$ cat src/rtl/led_sched_pkg.sv
// rtl/led_sched_pkg.sv - shared state, mode and requester definitions for the LED scheduler
package led_sched_pkg;

    localparam int unsigned NUM_REQ = 4;

    typedef enum logic [1:0] {
        ST_IDLE  = 2'd0,
        ST_GRANT = 2'd1,
        ST_GAP   = 2'd2
    } sched_state_t;

    typedef enum logic [1:0] {
        MODE_RR     = 2'b00,
        MODE_PRIO   = 2'b01,
        MODE_FREEZE = 2'b10,
        MODE_LAMP   = 2'b11
    } sched_mode_t;

    function automatic logic [1:0] onehot_to_idx(input logic [NUM_REQ-1:0] oh);
        logic [1:0] idx;
        idx = '0;
        for (int i = 0; i < NUM_REQ; i++) begin
            if (oh[i]) begin
                idx = 2'(i);
            end
        end
        return idx;
    endfunction

endpackage

$ cat src/rtl/led_scheduler_if.sv
// rtl/led_scheduler_if.sv - requester/LED bundle between the scheduler and its requesters
interface led_scheduler_if;

    logic [led_sched_pkg::NUM_REQ-1:0]   req;
    logic [4*led_sched_pkg::NUM_REQ-1:0] pattern;
    logic [3:0]                          led;
    logic [led_sched_pkg::NUM_REQ-1:0]   grant;
    logic                                busy;

    modport master (output req, pattern, input led, grant, busy);
    modport slave  (input req, pattern, output led, grant, busy);

endinterface

$ cat src/rtl/rr_arbiter4.sv
// rtl/rr_arbiter4.sv - combinational 4-way arbiter, round-robin or fixed lowest-index priority
module rr_arbiter4
    import led_sched_pkg::*;
(
    input  logic [NUM_REQ-1:0] req,
    input  logic [1:0]         last_owner,
    input  sched_mode_t        mode,
    output logic [NUM_REQ-1:0] winner
);

    logic [1:0] cand;

    // Descending loops so the highest-priority candidate is assigned last and wins.
    always_comb begin
        winner = '0;
        cand   = '0;
        if (mode == MODE_PRIO) begin
            for (int i = NUM_REQ - 1; i >= 0; i--) begin
                cand = 2'(i);
                if (req[cand]) begin
                    winner = 4'b0001 << cand;
                end
            end
        end else begin
            // k == NUM_REQ lands back on the last owner, so a lone repeat requester still wins.
            for (int k = NUM_REQ; k >= 1; k--) begin
                cand = last_owner + 2'(k);
                if (req[cand]) begin
                    winner = 4'b0001 << cand;
                end
            end
        end
    end

endmodule

$ cat src/rtl/led_scheduler.sv
// rtl/led_scheduler.sv - time-slices four LED requesters with dwell and blanking gap
module led_scheduler
    import led_sched_pkg::*;
#(
    parameter int unsigned DWELL_CYCLES = 100000000,
    parameter int unsigned GAP_CYCLES   = 1000000
) (
    input  logic            clk,
    input  logic            rst_n,
    input  logic [1:0]      sw,
    led_scheduler_if.slave  bus
);

    logic [1:0]         sw_meta;
    sched_mode_t        mode;
    sched_state_t       state;
    logic [31:0]        cnt;
    logic [1:0]         last_owner;
    logic [NUM_REQ-1:0] grant_q;
    logic [3:0]         led_q;
    logic               busy_q;

    logic [NUM_REQ-1:0] winner;
    logic [NUM_REQ-1:0] next_owner;
    logic [1:0]         owner_idx;
    logic [3:0]         led_nxt;
    logic               busy_nxt;
    logic               owner_dropped;
    logic               dwell_done;
    logic               gap_done;
    logic               can_grant;
    logic               take_grant;
    logic               keep_grant;

    always_ff @(posedge clk or negedge rst_n) begin
        if (!rst_n) begin
            sw_meta <= 2'b00;
            mode    <= MODE_RR;
        end else begin
            sw_meta <= sw;
            mode    <= sched_mode_t'(sw_meta);
        end
    end

    rr_arbiter4 u_arb (
        .req        (bus.req),
        .last_owner (last_owner),
        .mode       (mode),
        .winner     (winner)
    );

    assign owner_dropped = (bus.req & grant_q) == '0;
    assign dwell_done    = cnt == DWELL_CYCLES - 32'd1;
    assign gap_done      = cnt == GAP_CYCLES - 32'd1;
    assign can_grant     = (bus.req != '0) && (mode != MODE_FREEZE);
    assign take_grant    = can_grant && ((state == ST_IDLE) || (state == ST_GAP && gap_done));
    assign keep_grant    = (state == ST_GRANT) && !owner_dropped
                           && ((mode == MODE_FREEZE) || !dwell_done);

    // led is aligned with grant: it shows the slice of whoever owns the LEDs after this edge.
    always_comb begin
        next_owner = '0;
        if (take_grant) begin
            next_owner = winner;
        end else if (keep_grant) begin
            next_owner = grant_q;
        end
        owner_idx = onehot_to_idx(next_owner);
        led_nxt   = 4'h0;
        if (mode == MODE_LAMP) begin
            led_nxt = 4'hF;
        end else if (next_owner != '0) begin
            led_nxt = bus.pattern[4*owner_idx +: 4];
        end
        busy_nxt = take_grant || (state == ST_GRANT) || (state == ST_GAP && !gap_done);
    end

    always_ff @(posedge clk or negedge rst_n) begin
        if (!rst_n) begin
            state      <= ST_IDLE;
            cnt        <= '0;
            last_owner <= 2'd3;
            grant_q    <= '0;
            led_q      <= '0;
            busy_q     <= 1'b0;
        end else begin
            case (state)
                ST_IDLE: begin
                    if (take_grant) begin
                        state <= ST_GRANT;
                        cnt   <= '0;
                    end
                end
                ST_GRANT: begin
                    if (keep_grant) begin
                        if (mode != MODE_FREEZE) begin
                            cnt <= cnt + 32'd1;
                        end
                    end else begin
                        state <= ST_GAP;
                        cnt   <= '0;
                    end
                end
                ST_GAP: begin
                    if (gap_done) begin
                        state <= take_grant ? ST_GRANT : ST_IDLE;
                        cnt   <= '0;
                    end else begin
                        cnt <= cnt + 32'd1;
                    end
                end
                default: begin
                    state <= ST_IDLE;
                    cnt   <= '0;
                end
            endcase
            if (take_grant) begin
                last_owner <= onehot_to_idx(winner);
            end
            grant_q <= next_owner;
            led_q   <= led_nxt;
            busy_q  <= busy_nxt;
        end
    end

    assign bus.led   = led_q;
    assign bus.grant = grant_q;
    assign bus.busy  = busy_q;

endmodule

$ cat src/flat_wrapper.sv
// flat-port wrapper written by rule: the top's interface ports become plain ports
module led_scheduler_flat import led_sched_pkg::*;
#(
    parameter int unsigned DWELL_CYCLES = 100000000,
    parameter int unsigned GAP_CYCLES   = 1000000
)
  (clk, rst_n, sw, bus_req, bus_pattern, bus_led, bus_grant, bus_busy);
  led_scheduler_if bus_i ();
  input  logic clk;
  input  logic rst_n;
  input  logic [1:0] sw;
  input wire logic [$bits(bus_i.req)-1:0] bus_req;
  input wire logic [$bits(bus_i.pattern)-1:0] bus_pattern;
  output wire logic [$bits(bus_i.led)-1:0] bus_led;
  output wire logic [$bits(bus_i.grant)-1:0] bus_grant;
  output wire logic [$bits(bus_i.busy)-1:0] bus_busy;
  assign bus_i.req = bus_req;
  assign bus_i.pattern = bus_pattern;
  assign bus_led = bus_i.led;
  assign bus_grant = bus_i.grant;
  assign bus_busy = bus_i.busy;
  led_scheduler #(.DWELL_CYCLES(DWELL_CYCLES), .GAP_CYCLES(GAP_CYCLES)) u_core (.clk(clk), .rst_n(rst_n), .sw(sw), .bus(bus_i));
endmodule
$ cat config.mk
export PLATFORM = sky130hd
export DESIGN_NAME = led_scheduler_flat
export DESIGN_NICKNAME = d
export VERILOG_FILES = /design/src/rtl/led_sched_pkg.sv /design/src/rtl/led_scheduler_if.sv /design/src/rtl/rr_arbiter4.sv /design/src/rtl/led_scheduler.sv /design/src/flat_wrapper.sv
export SDC_FILE = /design/constraint.sdc
export NUM_CORES = 1
export LEC_CHECK = 0
export CORE_ASPECT_RATIO = 0.7
export CORE_MARGIN = 2
export CORE_UTILIZATION = 50
export CTS_BUF_LIST = sky130_fd_sc_hd__clkbuf_8
export DETAILED_ROUTE_END_ITERATION = 8
export GPL_TIMING_DRIVEN = 0
export PLACE_DENSITY_LB_ADDON = 0.3
export SYNTH_ARGS = -nofsm -noshare
export SYNTH_HDL_FRONTEND = slang
export SYNTH_SLANG_ARGS = --single-unit
$ cat constraint.sdc
create_clock -name clk -period 2.9 [get_ports clk]
set_clock_uncertainty 0.05 [all_clocks]
set_input_delay 0.58 -clock clk [delete_from_list [all_inputs] [get_ports clk]]
set_output_delay 0.58 -clock clk [all_outputs]
set_load 0.05 [all_outputs]
==> impl_metrics.env <==
export IMPL_synth_edff_count=0
export IMPL_portBuffers=31
export IMPL_met3_length_um=447
export IMPL_routabilityCongestion=0.932
export IMPL_seq_area_frac_synth_pct=40.1
export IMPL_crit_start="u_core.last_owner[0]$_DFFE_PN1N_"
export IMPL_synthCells=311
export IMPL_drive_gt1_share_pct=16.3
export IMPL_grt_max_degree=37
export IMPL_tns_ps=-527
export IMPL_p_clk_share_pct=15.9
export IMPL_grt_pass1_wl_um=12100
export IMPL_swShare_pct=42.0
export IMPL_drt_iter0_markers=146
export IMPL_setup_slack_ps=-139
export IMPL_die_area_mm2=0.00678
export IMPL_cts_buffer_depth=2
export IMPL_cap_viol_max_count=0
export IMPL_start_kind="register"
export IMPL_crit_top_cell="a21oi_2"
export IMPL_io_pins=33
export IMPL_synth_nets=346
export IMPL_wl_per_cell_um=16.8
export IMPL_critPathArrivalTime_ps=3190
export IMPL_clkTransAtPathRegs_ps=90
export IMPL_hold_viol_final=0
export IMPL_wl_met2_um=3090
export IMPL_reg2reg_from="u_core.last_owner[0]$_DFFE_PN1N_"
export IMPL_finalInstanceArea_mm2=0.00378
export IMPL_cts_num_sinks=49
export IMPL_worst_path_buf_inv=1
export IMPL_synth_avg_cell_area_um2=9.84
export IMPL_crit_family="multiplexers"
export IMPL_instances_no_fill=438
export IMPL_finalNetCount=397
export IMPL_placed_area_mm2=0.00350
export IMPL_power_density_mw_per_mm2=849
export IMPL_ant_nets=0
export IMPL_place_ws_ps=-509
export IMPL_track_usage_pct=21.9
export IMPL_antenna_found_initial=0
export IMPL_die_w_um=97.5
export IMPL_slew_headroom_pct=66.4
export IMPL_p_leak_nw=1.58
export IMPL_drcViolationCount=0
export IMPL_status="finished, violations left"
export IMPL_hold_slack_ps=106
export IMPL_num_vias=2603
export IMPL_place_inst=418
export IMPL_gr_total_overflow=0
export IMPL_area_delta_synth_final_pct=23.5
export IMPL_critical_path_max_stage_delay_ps=600
export IMPL_hpwlAfterDp_um=5170
export IMPL_die_h_um=69.5
export IMPL_vdd_drop_max_uv=463
export IMPL_maxSlewViolCount=0
export IMPL_wl_met1_um=3780
export IMPL_first_pass_iters=4
export IMPL_cts_tree="done"
export IMPL_final_setup_viol_count=4
export IMPL_yosys_register_bits=49
export IMPL_seqPwrFrac_pct=27.2
export IMPL_power_switching_mw=1.35
export IMPL_cts_made_buffers=5
export IMPL_highest_layer="met4"
export IMPL_fill_cells=478
export IMPL_hold_path_class="primary input to async pin"
export IMPL_comb_power_share_pct=57.0
export IMPL_p_int_mw=1.86
export IMPL_drt_wl_total_um=7360
export IMPL_fmax_mhz=329
export IMPL_viasPerCell=5.94
export IMPL_cts_hold_buf=0
export IMPL_synthArstFlopShare_pct=100
export IMPL_syn_area_mm2=0.00306
export IMPL_clockRootBuffer="clkbuf_8"
export IMPL_yosysWarnings=0
export IMPL_synth_main_ff_cell="dfrtp_1"
export IMPL_critical_path_class="register to register"
export IMPL_fin_crit_sh_pct=105
export IMPL_rows=23
export IMPL_grt_pass1_vias=2436
export IMPL_crit_required_ps=3050
export IMPL_period_needed_ps=3040
export IMPL_cp_slowest_cell="mux4_2"
export IMPL_coreArea_mm2=0.00581
export IMPL_clk_latency_ps=310
export IMPL_crit_chain="inv_2 -> ha_4 -> mux4_2 -> a21oi_2 -> a21oi_2 -> o31a_1 -> mux2_4 -> or3_1 -> o221a_2"
export IMPL_htreeDepth=2
export IMPL_violations="negative setup slack"
export IMPL_diodes=0
export IMPL_initial_utilization_pct=52.7
export IMPL_rsz0062_at_grt="yes"
export IMPL_synth_distinct_cells=66
export IMPL_worst_slew_pin_slew_ps=497
export IMPL_cp_max_fo=6
export IMPL_cp_end_kind="register"
==> final timing paths <==
path                                               endpoint  slack, ps  depth (start not counted)
setup / recovery                u_core.bus.led[0]$_DFF_PN0_       -140                          9
hold / removal                   u_core.cnt[22]$_DFFE_PN0P_        110                          1
setup reg to reg                u_core.bus.led[0]$_DFF_PN0_       -140                          9
hold reg to reg                    u_core.mode[0]$_DFF_PN0_        310                          0
max in group asynchronous  u_core.last_owner[1]$_DFFE_PN1N_       2130                          2
min in group clk                   u_core.mode[0]$_DFF_PN0_        310                          0
==> layout by cell type (no fill, tap or decap), types with 3 or more instances in the layout <==
cell and instances:
a21boi_0 4, a21oi_1 9, and3_1 12, and4_1 6, buf_2 4, buf_4 10, buf_6 3, clkbuf_8 6
clkdlybuf4s50_1 27, dfrtp_1 47, dlygate4sd2_1 3, ha_1 10, inv_1 8, mux4_2 5, nand2_1 33, nand2b_1 4
nand3_1 6, nand3b_1 3, nand4_1 5, nor2_1 33, nor2b_1 5, nor4_1 6, o21a_1 5, o21ai_0 16
o221a_2 3, or3_1 10, xnor2_1 7, xor2_1 16
==> timing repair <==
| item | CTS | global route |
|---|---|---|
| pin swaps | 5 | 4 |
| gates cloned | 1 | 0 |
| gates resized for setup | 6 | 9 |
| setup buffers | 8 | 3 |
| endpoints found under the setup margin | 8 | 18 |
==> cell usage after synthesis (6+ instances only) <==
| master | count | area, um^2 |
|---|---|---|
| and3_1 | 12 | 75.1 |
| inv_1 | 9 | 33.8 |
| a21oi_1 | 11 | 55.1 |
| dfrtp_1 | 47 | 1180 |
| and4_1 | 6 | 52.6 |
| ha_1 | 11 | 138 |
| or3_1 | 10 | 62.6 |
| nand3_1 | 6 | 30.0 |
| xnor2_1 | 7 | 61.3 |
| nor2_1 | 33 | 124 |
| nor4_1 | 6 | 37.5 |
| xor2_1 | 16 | 140 |
| o21ai_0 | 16 | 80.1 |
| nand2_1 | 33 | 124 |
==> registers in the layout, summed over array words and instances, names as in the netlist <==
signal	flops
u_core.sw_meta	2
u_core.last_owner	2
u_core.bus.grant	4
u_core.state	2
u_core.cnt	32
u_core.mode	2
u_core.bus.busy	1
u_core.bus.led	4
==> power by group through the flow <==
| stage | Sequential [mW] | Combinational [mW] | Clock, mW |
|---|---|---|---|
| floorplan | 1.09 | 0.907 | 0 |
| global placement | 0.906 | 1.46 | 0 |
| detailed placement | 0.906 | 1.51 | 0 |
| CTS | 0.867 | 1.70 | 0.514 |
| global route | 0.880 | 1.96 | 0.543 |
| finish | 0.872 | 1.83 | 0.509 |
==> worst register-to-register path, delay by kind of cell (launching register included) <==
family | cells | cell delay [ps]
compound gates | 4 | 660
flops | 1 | 580
simple gates | 1 | 370
buf+inv | 1 | 60
fa+ha+maj | 1 | 290
mux | 2 | 930
==> stage by stage <==
stage	util, %	power (mW)
finish	65.0	3.21
global route	65.0	3.39
CTS	63.9	3.08
detailed placement	60.2	2.41
global placement	59.9	2.37
floorplan	-	2.00
==> cells by family (layout without fill, tap and decap cells) <==
family / after synthesis / in the layout / synth area share, %
adder cells (fa/ha/maj): 11 / 11 / 4.50
multiplexers: 8 / 9 / 4.45
buffers and inverters: 15 / 66 / 2.57
flip-flops: 49 / 49 / 40.1
AO/OA/AOI/OAI: 64 / 64 / 16.5
AND/OR/NAND/NOR: 141 / 141 / 25.3
XOR/XNOR: 23 / 23 / 6.58
==> layer usage <==
layer  up-vias  global-route usage (%)
met2        86                    31.4
met4         0                    3.70
met5         -                       0
met1      1256                    34.8
met3         8                    3.93
li1       1253                       -
==> area by class of cell <==
type                            instances  area [um^2]  area share, %
Inverter                                9         33.8          0.894
Sequential cell                        49         1230           32.5
Multi-Input combinational cell        248         1850           48.9
Tap cell                               75         93.8           2.48
Buffer                                  6         45.0           1.19
Clock buffer                            6         82.6           2.18
Timing Repair Buffer                   43          415           11.0
Clock inverter                          2         33.8          0.894
Note: power is estimated with default switching activity, not from simulation.
